<file path="config.mk">
export PLATFORM = sky130hd
export DESIGN_NAME = rotary_mode_ctrl
export DESIGN_NICKNAME = d
export VERILOG_FILES = /design/src/rtl/rot_ctrl_pkg.sv /design/src/rtl/rotary_mode_ctrl_btn_debounce.sv /design/src/rtl/rotary_mode_ctrl.sv
export SDC_FILE = /design/constraint.sdc
export NUM_CORES = 1
export LEC_CHECK = 0
export CAP_MARGIN = 10
export CORE_UTILIZATION = 60
export DETAILED_ROUTE_END_ITERATION = 12
export PLACE_DENSITY = 0.8
export SLEW_MARGIN = 20
export SYNTH_ARGS = -nofsm -noshare
export SYNTH_HDL_FRONTEND = slang
export SYNTH_SLANG_ARGS = --single-unit
</file>
<file path="constraint.sdc">
create_clock -name clk -period 3.7 [get_ports clk]
set_input_delay 0.74 -clock clk [delete_from_list [all_inputs] [get_ports clk]]
set_output_delay 0.74 -clock clk [all_outputs]
set_load 0.005 [all_outputs]
</file>
<file path="src/rtl/rot_ctrl_pkg.sv">
// Shared types and constants for the rotary-encoder mode controller.
package rot_ctrl_pkg;

  typedef enum logic [1:0] {
    MANUAL = 2'd0,
    AUTO   = 2'd1,
    FREEZE = 2'd2
  } mode_e;

  localparam logic [2:0] SPEED_MAX = 3'd7;
  localparam logic [7:0] LED_RESET = 8'h01;

  function automatic logic [7:0] rot_left(input logic [7:0] v);
    return {v[6:0], v[7]};
  endfunction

  function automatic logic [7:0] rot_right(input logic [7:0] v);
    return {v[0], v[7:1]};
  endfunction

endpackage

</file>
<file path="src/rtl/rotary_mode_ctrl_btn_debounce.sv">
// Push-button conditioner: 2-flop synchronizer, stability counter, one-cycle press pulse.
// A level change is accepted after DEB_CYCLES consecutive differing samples; press follows one cycle later.
import rot_ctrl_pkg::*;

module btn_debounce #(
  parameter int DEB_CYCLES = 500_000
) (
  input  logic clk,
  input  logic rst,
  input  logic btn,
  output logic press
);

  localparam int CW = (DEB_CYCLES > 1) ? $clog2(DEB_CYCLES) : 1;
  localparam logic [CW-1:0] CNT_LAST = CW'(DEB_CYCLES - 1);

  logic          sync1_q, sync1_d;
  logic          sync2_q, sync2_d;
  logic          level_q, level_d;
  logic          press_q, press_d;
  logic [CW-1:0] cnt_q, cnt_d;

  always_comb begin
    sync1_d = btn;
    sync2_d = sync1_q;
    level_d = level_q;
    cnt_d   = cnt_q;
    press_d = 1'b0;
    // Any sample agreeing with the accepted level restarts the stability run.
    if (sync2_q == level_q) begin
      cnt_d = '0;
    end else if (cnt_q == CNT_LAST) begin
      level_d = sync2_q;
      cnt_d   = '0;
      press_d = sync2_q;
    end else begin
      cnt_d = cnt_q + 1'b1;
    end
  end

  always_ff @(posedge clk) begin
    if (rst) begin
      sync1_q <= 1'b0;
      sync2_q <= 1'b0;
      level_q <= 1'b0;
      press_q <= 1'b0;
      cnt_q   <= '0;
    end else begin
      sync1_q <= sync1_d;
      sync2_q <= sync2_d;
      level_q <= level_d;
      press_q <= press_d;
      cnt_q   <= cnt_d;
    end
  end

  assign press = press_q;

endmodule

</file>
<file path="src/rtl/rotary_mode_ctrl.sv">
// Rotary mode controller: MANUAL / AUTO / FREEZE LED sequencing; all outputs registered, 1-cycle response.
// Optional ROT_CTRL_PINGPONG_EN: AUTO bounces at the LED ends instead of wrapping.
import rot_ctrl_pkg::*;

module rotary_mode_ctrl #(
  parameter int TICK_BASE  = 1_000_000,
  parameter int DEB_CYCLES = 500_000
) (
  input  logic       clk,
  input  logic       rst,
  input  logic       rot_event,
  input  logic       rot_dir,
  input  logic       btn,
  output logic [7:0] led,
  output logic [1:0] mode,
  output logic [2:0] speed
);

  localparam int PW = (TICK_BASE > 1) ? $clog2(TICK_BASE) : 1;
  localparam logic [PW-1:0] PRESC_LAST = PW'(TICK_BASE - 1);

  mode_e         mode_q, mode_d;
  logic [7:0]    led_q, led_d;
  logic [2:0]    speed_q, speed_d;
  logic          dir_q, dir_d;
  logic [PW-1:0] presc_q, presc_d;
  logic [2:0]    step_q, step_d;
  logic          press;
  logic          tick;
  logic          step;

  btn_debounce #(.DEB_CYCLES(DEB_CYCLES)) u_btn (
    .clk   (clk),
    .rst   (rst),
    .btn   (btn),
    .press (press)
  );

  always_comb begin
    mode_d  = mode_q;
    led_d   = led_q;
    speed_d = speed_q;
    dir_d   = dir_q;
    presc_d = presc_q;
    step_d  = step_q;
    tick    = 1'b0;
    step    = 1'b0;
    // A press owns the cycle: any coincident rotary event or auto step is dropped.
    if (press) begin
      case (mode_q)
        MANUAL: begin
          mode_d  = AUTO;
          presc_d = '0;
          step_d  = '0;
        end
        AUTO:    mode_d = FREEZE;
        FREEZE:  mode_d = MANUAL;
        default: mode_d = MANUAL;
      endcase
    end else begin
      case (mode_q)
        MANUAL: begin
          if (rot_event) begin
            led_d = rot_dir ? rot_left(led_q) : rot_right(led_q);
            dir_d = rot_dir;
          end
        end
        AUTO: begin
          if (rot_event) begin
            if (rot_dir && speed_q != SPEED_MAX) speed_d = speed_q + 3'd1;
            else if (!rot_dir && speed_q != 3'd0) speed_d = speed_q - 3'd1;
          end
          tick    = (presc_q == PRESC_LAST);
          presc_d = tick ? '0 : presc_q + 1'b1;
          if (tick) begin
            // >= rather than == so a period lowered below the count fires at once.
            if (({1'b0, step_q} + 4'd1) >= (4'd8 - {1'b0, speed_q})) begin
              step   = 1'b1;
              step_d = '0;
            end else begin
              step_d = step_q + 3'd1;
            end
          end
          if (step) begin
`ifdef ROT_CTRL_PINGPONG_EN
            if (dir_q && led_q == 8'h80) begin
              dir_d = 1'b0;
              led_d = 8'h40;
            end else if (!dir_q && led_q == 8'h01) begin
              dir_d = 1'b1;
              led_d = 8'h02;
            end else begin
              led_d = dir_q ? rot_left(led_q) : rot_right(led_q);
            end
`else
            led_d = dir_q ? rot_left(led_q) : rot_right(led_q);
`endif
          end
        end
        default: ;
      endcase
    end
  end

  always_ff @(posedge clk) begin
    if (rst) begin
      mode_q  <= MANUAL;
      led_q   <= LED_RESET;
      speed_q <= 3'd0;
      dir_q   <= 1'b1;
      presc_q <= '0;
      step_q  <= '0;
    end else begin
      mode_q  <= mode_d;
      led_q   <= led_d;
      speed_q <= speed_d;
      dir_q   <= dir_d;
      presc_q <= presc_d;
      step_q  <= step_d;
    end
  end

  assign led   = led_q;
  assign mode  = mode_q;
  assign speed = speed_q;

endmodule

</file>
Yosys cells after proc, flatten, opt, wreduce, memory -nomap -nowiden
Index checks and enable logic that the tools add are counted.
{"block": "word_totals", "regBits": 60, "latchBits": 0, "ram_bits": 0, "mem_bits_ro": 0, "input_bits": 5, "out_inout_bits": 13, "word_cells": 68, "mem_count": 0}
{"block": "classes", "add_sub_neg": 7, "mul": 0, "n_div": 0, "order_cmp": 1, "n_eq_ne": 8, "n_shift": 0, "n_mux": 21, "bitwise_logic": 3, "reduce_logical": 17}
{"cell": "two-way mux 20 bit", "n": 4}
{"cell": "two-way mux 8 bit", "n": 4}
{"cell": "two-way mux 3 bit", "n": 7}
{"cell": "adder 20 x 1 -> 20 bit, second input constant", "n": 1}
{"cell": "== test 20 bit, second input constant", "n": 1}
{"cell": "adder 19 x 1 -> 19 bit, second input constant", "n": 1}
{"cell": "== test 19 bit, second input constant", "n": 1}
{"cell": "one-hot mux 8 bit (2 select lines)", "n": 1}
{"cell": "AND reduction 4 bit", "n": 2}
{"cell": "nonzero test 2 bit", "n": 4}
{"cell": "adder 3 x 1 -> 3 bit, second input constant", "n": 2}
{"cell": "inequality test 2 bit, second input constant", "n": 3}
{"cell": "AND reduction 3 bit", "n": 2}
{"cell": "OR reduction 3 bit", "n": 2}
{"cell": "adder 3 x 1 -> 4 bit, second input constant", "n": 1}
{"cell": ">= comparator 4 bit", "n": 1}
{"cell": "two-way mux 1 bit", "n": 4}
{"cell": "one-hot mux 2 bit (2 select lines)", "n": 1}
{"cell": "AND reduction 2 bit", "n": 2}
{"cell": "subtractor 4 x 3 -> 4 bit, first input constant", "n": 1}
{"cell": "inequality test 3 bit, second input constant", "n": 1}
{"cell": "inverter 1 bit", "n": 3}
{"cell": "nonzero test 3 bit", "n": 1}
{"cell": "subtractor 3 x 1 -> 3 bit, second input constant", "n": 1}
{"cell": "5 further kinds", "n": 6}

Longest topological paths before layout
Gate-level depths: netlist (run 1).
{"block": "depth", "depth_word": 8, "mapped_depth": 11, "mapped_depth_nobuf": 10}

Cells and area by module
Synthesis (run 1) repeated with hierarchy kept, for this count alone.
{"block": "unflattened", "hier_cells": 364, "area_unflattened_um2": 3189.3}
{"module": "rotary_mode_ctrl", "n_inst": 1, "cells_per_inst": 249, "area_each_um2": 2159.6}
{"module": "btn_debounce", "n_inst": 1, "cells_per_inst": 115, "area_each_um2": 1029.7}

Worst setup path after synthesis (run 1)
Ideal clock, no wire load.
{"block": "synth_timing", "kind": "reg-to-reg", "startpoint": "register speed_q[0], in the netlist speed[0]", "endpoint": "register led_q[0], in the netlist led[0]", "setup_ns": 0.141, "t_arrival_ns": 2.301, "required_ns": 3.559, "setup_slack_ns": 1.258, "path_stages_with_launch": 12, "path_buffers": 1, "period_less_slack_ns": 2.442, "path_cell_list": "dfxtp_1 inv_1 ha_1 ha_1 inv_1 ha_1 and3_1 a21o_1 o21a_1 clkbuf_1 a211oi_1 a41oi_1"}
{"block": "synth_via", "elab_chain_cells": 8}
{"element": "from (decl)", "line_no": "rotary_mode_ctrl.sv:24", "source": "logic [2:0] speed_q, speed_d;"}
{"element": "from (signal assigned)", "line_no": "rotary_mode_ctrl.sv:116", "source": "speed_q <= speed_d;"}
{"element": "subtractor 4 x 3 -> 4 bit", "line_no": "rotary_mode_ctrl.sv:77", "source": "if (({1'b0, step_q} + 4'd1) >= (4'd8 - {1'b0, speed_q})) begin"}
{"element": ">= comparator 4 bit", "line_no": "rotary_mode_ctrl.sv:77"}
{"element": "two-way mux 1 bit", "line_no": "rotary_mode_ctrl.sv:77"}
{"element": "two-way mux 1 bit", "line_no": "rotary_mode_ctrl.sv:75", "source": "if (tick) begin"}
{"element": "two-way mux 1 bit", "line_no": "rotary_mode_ctrl.sv:61", "source": "case (mode_q)"}
{"element": "two-way mux 1 bit", "line_no": "rotary_mode_ctrl.sv:49", "source": "if (press) begin"}
{"element": "inequality test 2 bit (no line)"}
{"element": "AND reduction 4 bit (no line)"}
{"element": "to (signal assigned)", "line_no": "rotary_mode_ctrl.sv:115", "source": "led_q <= led_d;"}
{"element": "to (decl)", "line_no": "rotary_mode_ctrl.sv:23", "source": "logic [7:0] led_q, led_d;"}
Every way passes these cells. The select of a mux whose other input is x is not followed.
A chain may end at the register's enable or synchronous reset.

Final worst setup path (run 1)
{"block": "layout_timing", "startpoint": "register speed_q[0], in the netlist speed[0]", "endpoint": "register led_q[6], in the netlist led[6]"}
The elaborated chain is that of the path after synthesis.

==> results_dict.tcl, run 1 <==
set metrics [dict create \
    status "completed" \
    diodes 0 \
    dpl.hpwl_mm 4.03 \
    insertion_delay_ns 0.34 \
    place_congestion 0.798 \
    grt_pass1_wl_mm 9.98 \
    overflow 0 \
    dieHeight_um 71.9 \
    tns_ns 0 \
    grt_max_degree 19 \
    worst_pin_slew_ns 0.726 \
    vias_per_cell 5.70 \
    n_fill_cell 381 \
    vdd.ir_drop.worst_v 0.000314 \
    min_path_cells 1 \
    endpoint_kind "register" \
    p_per_area_nw_per_um2 409 \
    ys_seq_area_frac 0.410 \
    r2r_setup_slack_ns 1.08 \
    wl_per_cell_um 13.8 \
    synth.avg_cell_area_sq_um 8.88 \
    path_delay_family "compound AO/OA/AOI/OAI gates" \
    critPathBufInv 2 \
    die-area_sq_um 5170 \
    dr.pass1.iters 4 \
    ant_nets 0 \
    fin_crit_ns 2.62 \
    worstReg2RegStart "speed[0]" \
    finClkSkew_ns 0.00699 \
    cts.sinks 60 \
    ctsHoldBuffers 0 \
    initial_core_util 0.620 \
    drc_errors 0 \
    first_global_vias 2234 \
    hold_violations 0 \
    slew_viol_final 0 \
    r2r-end "led[6]" \
    regArea_sq_um 1200 \
    netlist_area_sq_um 2930 \
    grt_setup_unrepaired "no" \
    yosysWarnings 0 \
    path_max_fanout 16 \
    ys_types 44 \
    min_period_over_period 0.708 \
    slowest_stage "dfxtp_1" \
    final_nets 364 \
    die_w_um 71.9 \
    gr-usage-all-layers 0.250 \
    worstPathArrival_ns 2.85 \
    crit_start "speed[0]" \
    cp-endpoint "led[6]" \
    num_vias 2393 \
    layout-drive-gt1-share 0.0708 \
    worstSetupPathType "reg2reg" \
    cpPeakStageDelay_ns 0.44 \
    path_cells "inv_1 > ha_1 > ha_1 > inv_1 > ha_1 > and3_1 > a21o_1 > o21a_1 > a21oi_1 > a311oi_1" \
    cts.htree.levels 3 \
    postCtsSetupBuffers 0 \
    leakage_nw 1.29 \
    syn_inst 330 \
    path_common_cell "ha_1" \
    crit_required_ns 3.93 \
    fmax_mhz 382 \
    rr_worst_depth 10 \
    place_ws_ns 1.05 \
    hold_path_class "reg2reg" \
    final_area_sq_um 3370 \
    cts_tree "yes" \
    startpoint_type "register" \
    root_buffer "clkbuf_8" \
    power_mw 1.38 \
    synthesis.nets 346 \
    synth-seq-cells 60 \
    post_cts_resized 0 \
    place_area_sq_um 3140 \
    numCtsBuffers 9 \
    setup_viol 0 \
    clkTransAtPathRegs_ns 0.07 \
    drt-initial-drc-count 98 \
    row_count 25 \
    coreArea_sq_um 4720 \
    clk_path_buf_depth 2 \
    relSlewSlack 0.506 \
    routed_wl_mm 5.80 \
    path_depth 10 \
    antenna_found_initial 0 \
    port_buffers 17 \
    drv_cap 0 \
    multi_input_area_sq_um 1640 \
    layout_setup_ws_ns 1.08 \
    syn2layout_area_growth_pct 15.0 \
    io_pins 18 \
]
-- final cells by class --
class | instances | share of cell area
multi-input cells | 248 | 0.486
flip-flops and latches | 60 | 0.356
repair buffers | 19 | 0.0550
clock buffers | 10 | 0.0408
clock inverters | 6 | 0.0260
well taps | 67 | 0.0249
inverters | 10 | 0.0111
-- synthesized netlist by cell type (all sizes together) --
| master | n | area, sq um |
|---|---|---|
| a211oi | 1 | 7.51 |
| nor2b | 3 | 18.8 |
| a21o | 3 | 23.8 |
| and4 | 3 | 26.3 |
| dfxtp | 60 | 1200 |
| inv | 10 | 37.5 |
| nand2 | 22 | 82.6 |
| a41oi | 1 | 8.76 |
| nor2 | 52 | 195 |
| o21bai | 1 | 7.51 |
| o22ai | 1 | 6.26 |
| nor3 | 3 | 15.0 |
| and3 | 15 | 93.8 |
| or3 | 4 | 25.0 |
| nor4 | 6 | 52.6 |
| a31o | 1 | 8.76 |
| a211o | 2 | 17.5 |
| o2111ai | 1 | 8.76 |
| nand2b | 4 | 25.0 |
| ha | 10 | 125 |
| o22a | 1 | 8.76 |
| and2 | 1 | 6.26 |
| o21ai | 2 | 10.0 |
| a31oi | 1 | 12.5 |
| xor2 | 26 | 228 |
| nor4b | 3 | 26.3 |
| a311oi | 7 | 61.3 |
| or2 | 1 | 6.26 |
| nand4 | 13 | 81.3 |
| o21a | 2 | 15.0 |
| or4 | 1 | 7.51 |
| mux2i | 12 | 124 |
| nand3 | 15 | 75.1 |
| fa | 1 | 20.0 |
| buf | 3 | 21.3 |
| clkbuf | 9 | 33.8 |
| or4b | 1 | 13.8 |
| nand4b | 1 | 8.76 |
| xnor2 | 13 | 114 |
| a21oi | 14 | 70.1 |
-- kinds of logic after synthesis --
kind of cell    after synthesis  share of synthesized area
xor+xnor                     39                      0.117
flops                        60                      0.410
buf+inv                      22                     0.0316
simple gates                148                      0.259
mux                          12                     0.0423
fa+ha+maj                    11                     0.0495
compound gates               38                     0.0910
-- where the power goes --
part	internal, mW	leakage, nW	switching, mW
logic	0.0294	0.689	0.0267
clock network	0.397	0.116	0.260
registers	0.655	0.486	0.00929
-- through the flow --
step | hold WS, ns | std cells | util
floorplan | 0.414 | 330 | -
CTS | 0.456 | 420 | 0.713
global placement | 0.421 | 404 | 0.666
global route | 0.469 | 420 | 0.713
detailed placement | 0.433 | 404 | 0.666
finish | 0.452 | 420 | 0.713
-- worst reg2reg max path, delay by kind of cell, from the launching register on --
family	cells	cell delay, ns
fa+ha+maj	3	0.77
buf+inv	2	0.16
flops	1	0.44
simple gates	1	0.18
compound gates	4	0.97
-- layer usage --
layer,GRT usage,part of all wire,routed length (um),vias to the layer above
met4,0.105,0.016,91,0
li1,-,-,-,1201
met1,0.335,0.49,2850,1141
met3,0.0717,0.029,168,10
met2,0.379,0.46,2690,41
met5,0,0,0,-
-- state kept, by name (all words and copies together), names as in the netlist --
name / cells
speed: 3
step_q: 3
led: 8
u_btn.sync2_q: 1
presc_q: 20
u_btn.cnt_q: 19
u_btn.press: 1
u_btn.sync1_q: 1
mode: 2
dir_q: 1
u_btn.level_q: 1
-- how the worst min path moves through the flow --
stage / endpoint / slack, ns / start
detailed placement: u_btn.sync2_q / 0.43 / u_btn.sync1_q
CTS: u_btn.sync2_q / 0.46 / u_btn.sync1_q
floorplan: u_btn.sync2_q / 0.41 / u_btn.sync1_q
global placement: u_btn.sync2_q / 0.42 / u_btn.sync1_q
global route: u_btn.sync2_q / 0.47 / u_btn.sync1_q
finish: u_btn.sync2_q / 0.45 / u_btn.sync1_q
-- placed cells by master, fill, tap and decap left out, drive strengths merged, types with 3 or more instances in the layout --
cell | netlist | routed
a21oi | 14 | 14
nand4 | 13 | 13
or3 | 4 | 4
nor4 | 6 | 6
a21o | 3 | 3
nand3 | 15 | 15
clkbuf | 9 | 10
inv | 10 | 10
mux2i | 12 | 12
nor2 | 52 | 52
nor3 | 3 | 3
and3 | 15 | 15
and4 | 3 | 3
a311oi | 7 | 7
xnor2 | 13 | 13
nand2b | 4 | 4
ha | 10 | 10
clkdlybuf4s50 | 0 | 17
dfxtp | 60 | 60
clkinv | 0 | 4
nor2b | 3 | 3
xor2 | 26 | 26
nand2 | 22 | 22
nor4b | 3 | 3
Power figures use the tool's default switching activity.
==> inputs of run 2 (changes only) <==
Settings changed: CORE_UTILIZATION 60 to 53, PLACE_DENSITY 0.8 to 0.75.
Clock period 3.7 ns to 2.3 ns, I/O delays scaled along.
==> results_dict.tcl, run 2 (synthesis results as in run 1) <==
set metrics [dict create \
    cts.htree.levels 3 \
    row_count 26 \
    dieHeight_um 76.4 \
    first_global_vias 2267 \
    worstReg2RegStart "speed[0]" \
    coreArea_sq_um 5200 \
    setup_viol 0 \
    wl_per_cell_um 13.2 \
    overflow 0 \
    worst_pin_slew_ns 0.509 \
    antenna_found_initial 0 \
    fmax_mhz 456 \
    diodes 0 \
    utilization 0.662 \
    initial_core_util 0.563 \
    leakage_nw 1.34 \
    dpl.hpwl_mm 4.05 \
    drc_errors 0 \
    io_pins 18 \
    cts.sinks 60 \
    drt-initial-drc-count 98 \
    vdd.ir_drop.worst_v 0.000452 \
    layout-drive-gt1-share 0.105 \
    routed_wl_mm 5.73 \
    ctsHoldBuffers 0 \
    postCtsSetupBuffers 0 \
    grt_max_degree 19 \
    port_buffers 17 \
    min_to "u_btn.sync2_q" \
    final_nets 376 \
    final_cell_mix "58 x dfxtp_1, 52 x nor2_1, 26 x xor2_1" \
    final_common_cell "dfxtp_1" \
    status "completed" \
    worstSetupPathType "reg2reg" \
    largest_register_ffs 20 \
    hold_violations 0 \
    drv_cap 0 \
    root_buffer "clkbuf_8" \
    min-delay-start "u_btn.sync1_q" \
    rr_worst_depth 10 \
    ant_nets 0 \
    vias_per_cell 5.50 \
    endpoint_kind "register" \
    fin_crit_ns 2.19 \
    insertion_delay_ns 0.33 \
    crit_required_ns 2.50 \
    syn2layout_area_growth_pct 17.6 \
    min_period_over_period 0.953 \
    cts_tree "yes" \
    hold_path_class "reg2reg" \
    r2r_setup_slack_ns 0.11 \
    clk_path_buf_depth 2 \
    die-area_sq_um 5830 \
    num_vias 2382 \
    die_w_um 76.4 \
    worstPathArrival_ns 2.39 \
    numCtsBuffers 9 \
    grt_pass1_wl_mm 9.92 \
    startpoint_type "register" \
    finClkSkew_ns 0.0119 \
    relSlewSlack 0.658 \
    clkTransAtPathRegs_ns 0.07 \
    power_mw 2.10 \
    gr-usage-all-layers 0.215 \
    dr.pass1.iters 4 \
    p_per_area_nw_per_um2 608 \
    grt_setup_unrepaired "no" \
    slew_viol_final 0 \
    place_congestion 0.802 \
    top_register "presc_q" \
    min_path_cells 1 \
    path_max_fanout 16 \
    r2r-end "led[0]" \
]
==> run 2: final cells by class <==
class                   count  area (sq um)
well taps                  70          87.6
fillers                   454          1760
flip-flops and latches     60          1210
clock buffers              12           155
repair buffers             31           275
inverters                  10          37.5
multi-input cells         248          1650
clock inverters             2          35.0
==> run 2: where the power goes <==
part	leakage, nW	switching [mW]	total, mW	internal [mW]
Sequential	0.487	0.0159	1.07	1.05
Clock	0.0983	0.380	0.926	0.546
Combinational	0.750	0.0447	0.0999	0.0551
==> run 2: how the worst max path moves through the flow <==
stage               slack (ns)     end  cells after the start  startpoint
finish                    0.11  led[0]                     10    speed[0]
global route              0.02  led[0]                     10    speed[0]
CTS                       0.06  led[4]                     10    speed[0]
detailed placement       -0.05  led[4]                     10    speed[0]
global placement          0.02  led[0]                     10    speed[0]
floorplan                 0.01  led[0]                     11    speed[0]
==> run 2: timing repair <==
| item | CTS | global route |
|---|---|---|
| cloned | 0 | 0 |
| resized for setup | 1 | 1 |
| endpoints found under the setup margin | 8 | 7 |
==> run 2: per-stage QoR <==
step	area (sq um)	hold WS [ns]	TNS (ns)	worst slack, ns	cells
6_report	3450	0.442	0	0.107	433
4_1_cts	3440	0.449	0	0.0640	433
5_1_grt	3450	0.465	0	0.0159	433
2_1_floorplan	2950	0.414	0	0.0141	330
3_5_place_dp	3250	0.441	-0.232	-0.0545	419
3_3_place_gp	3250	0.423	0	0.0200	419
==> run 2: critical path, stage by stage, from the launching register on <==
cell and delay [ns]:
dfxtp_4 0.34, inv_1 0.04, ha_1 0.19, ha_1 0.26, inv_1 0.04, ha_1 0.28, and3_1 0.17, a21o_1 0.19
o21a_4 0.28, a211oi_2 0.22, a41oi_1 0.06
==> run 2: metal layers <==
layer  vias up  part of all wire  track usage
li1       1221                 -            -
met1      1119              0.49        0.264
met2        40              0.46        0.348
met3         2             0.047       0.0814
met4         0            0.0044       0.0712
met5         -                 0            0
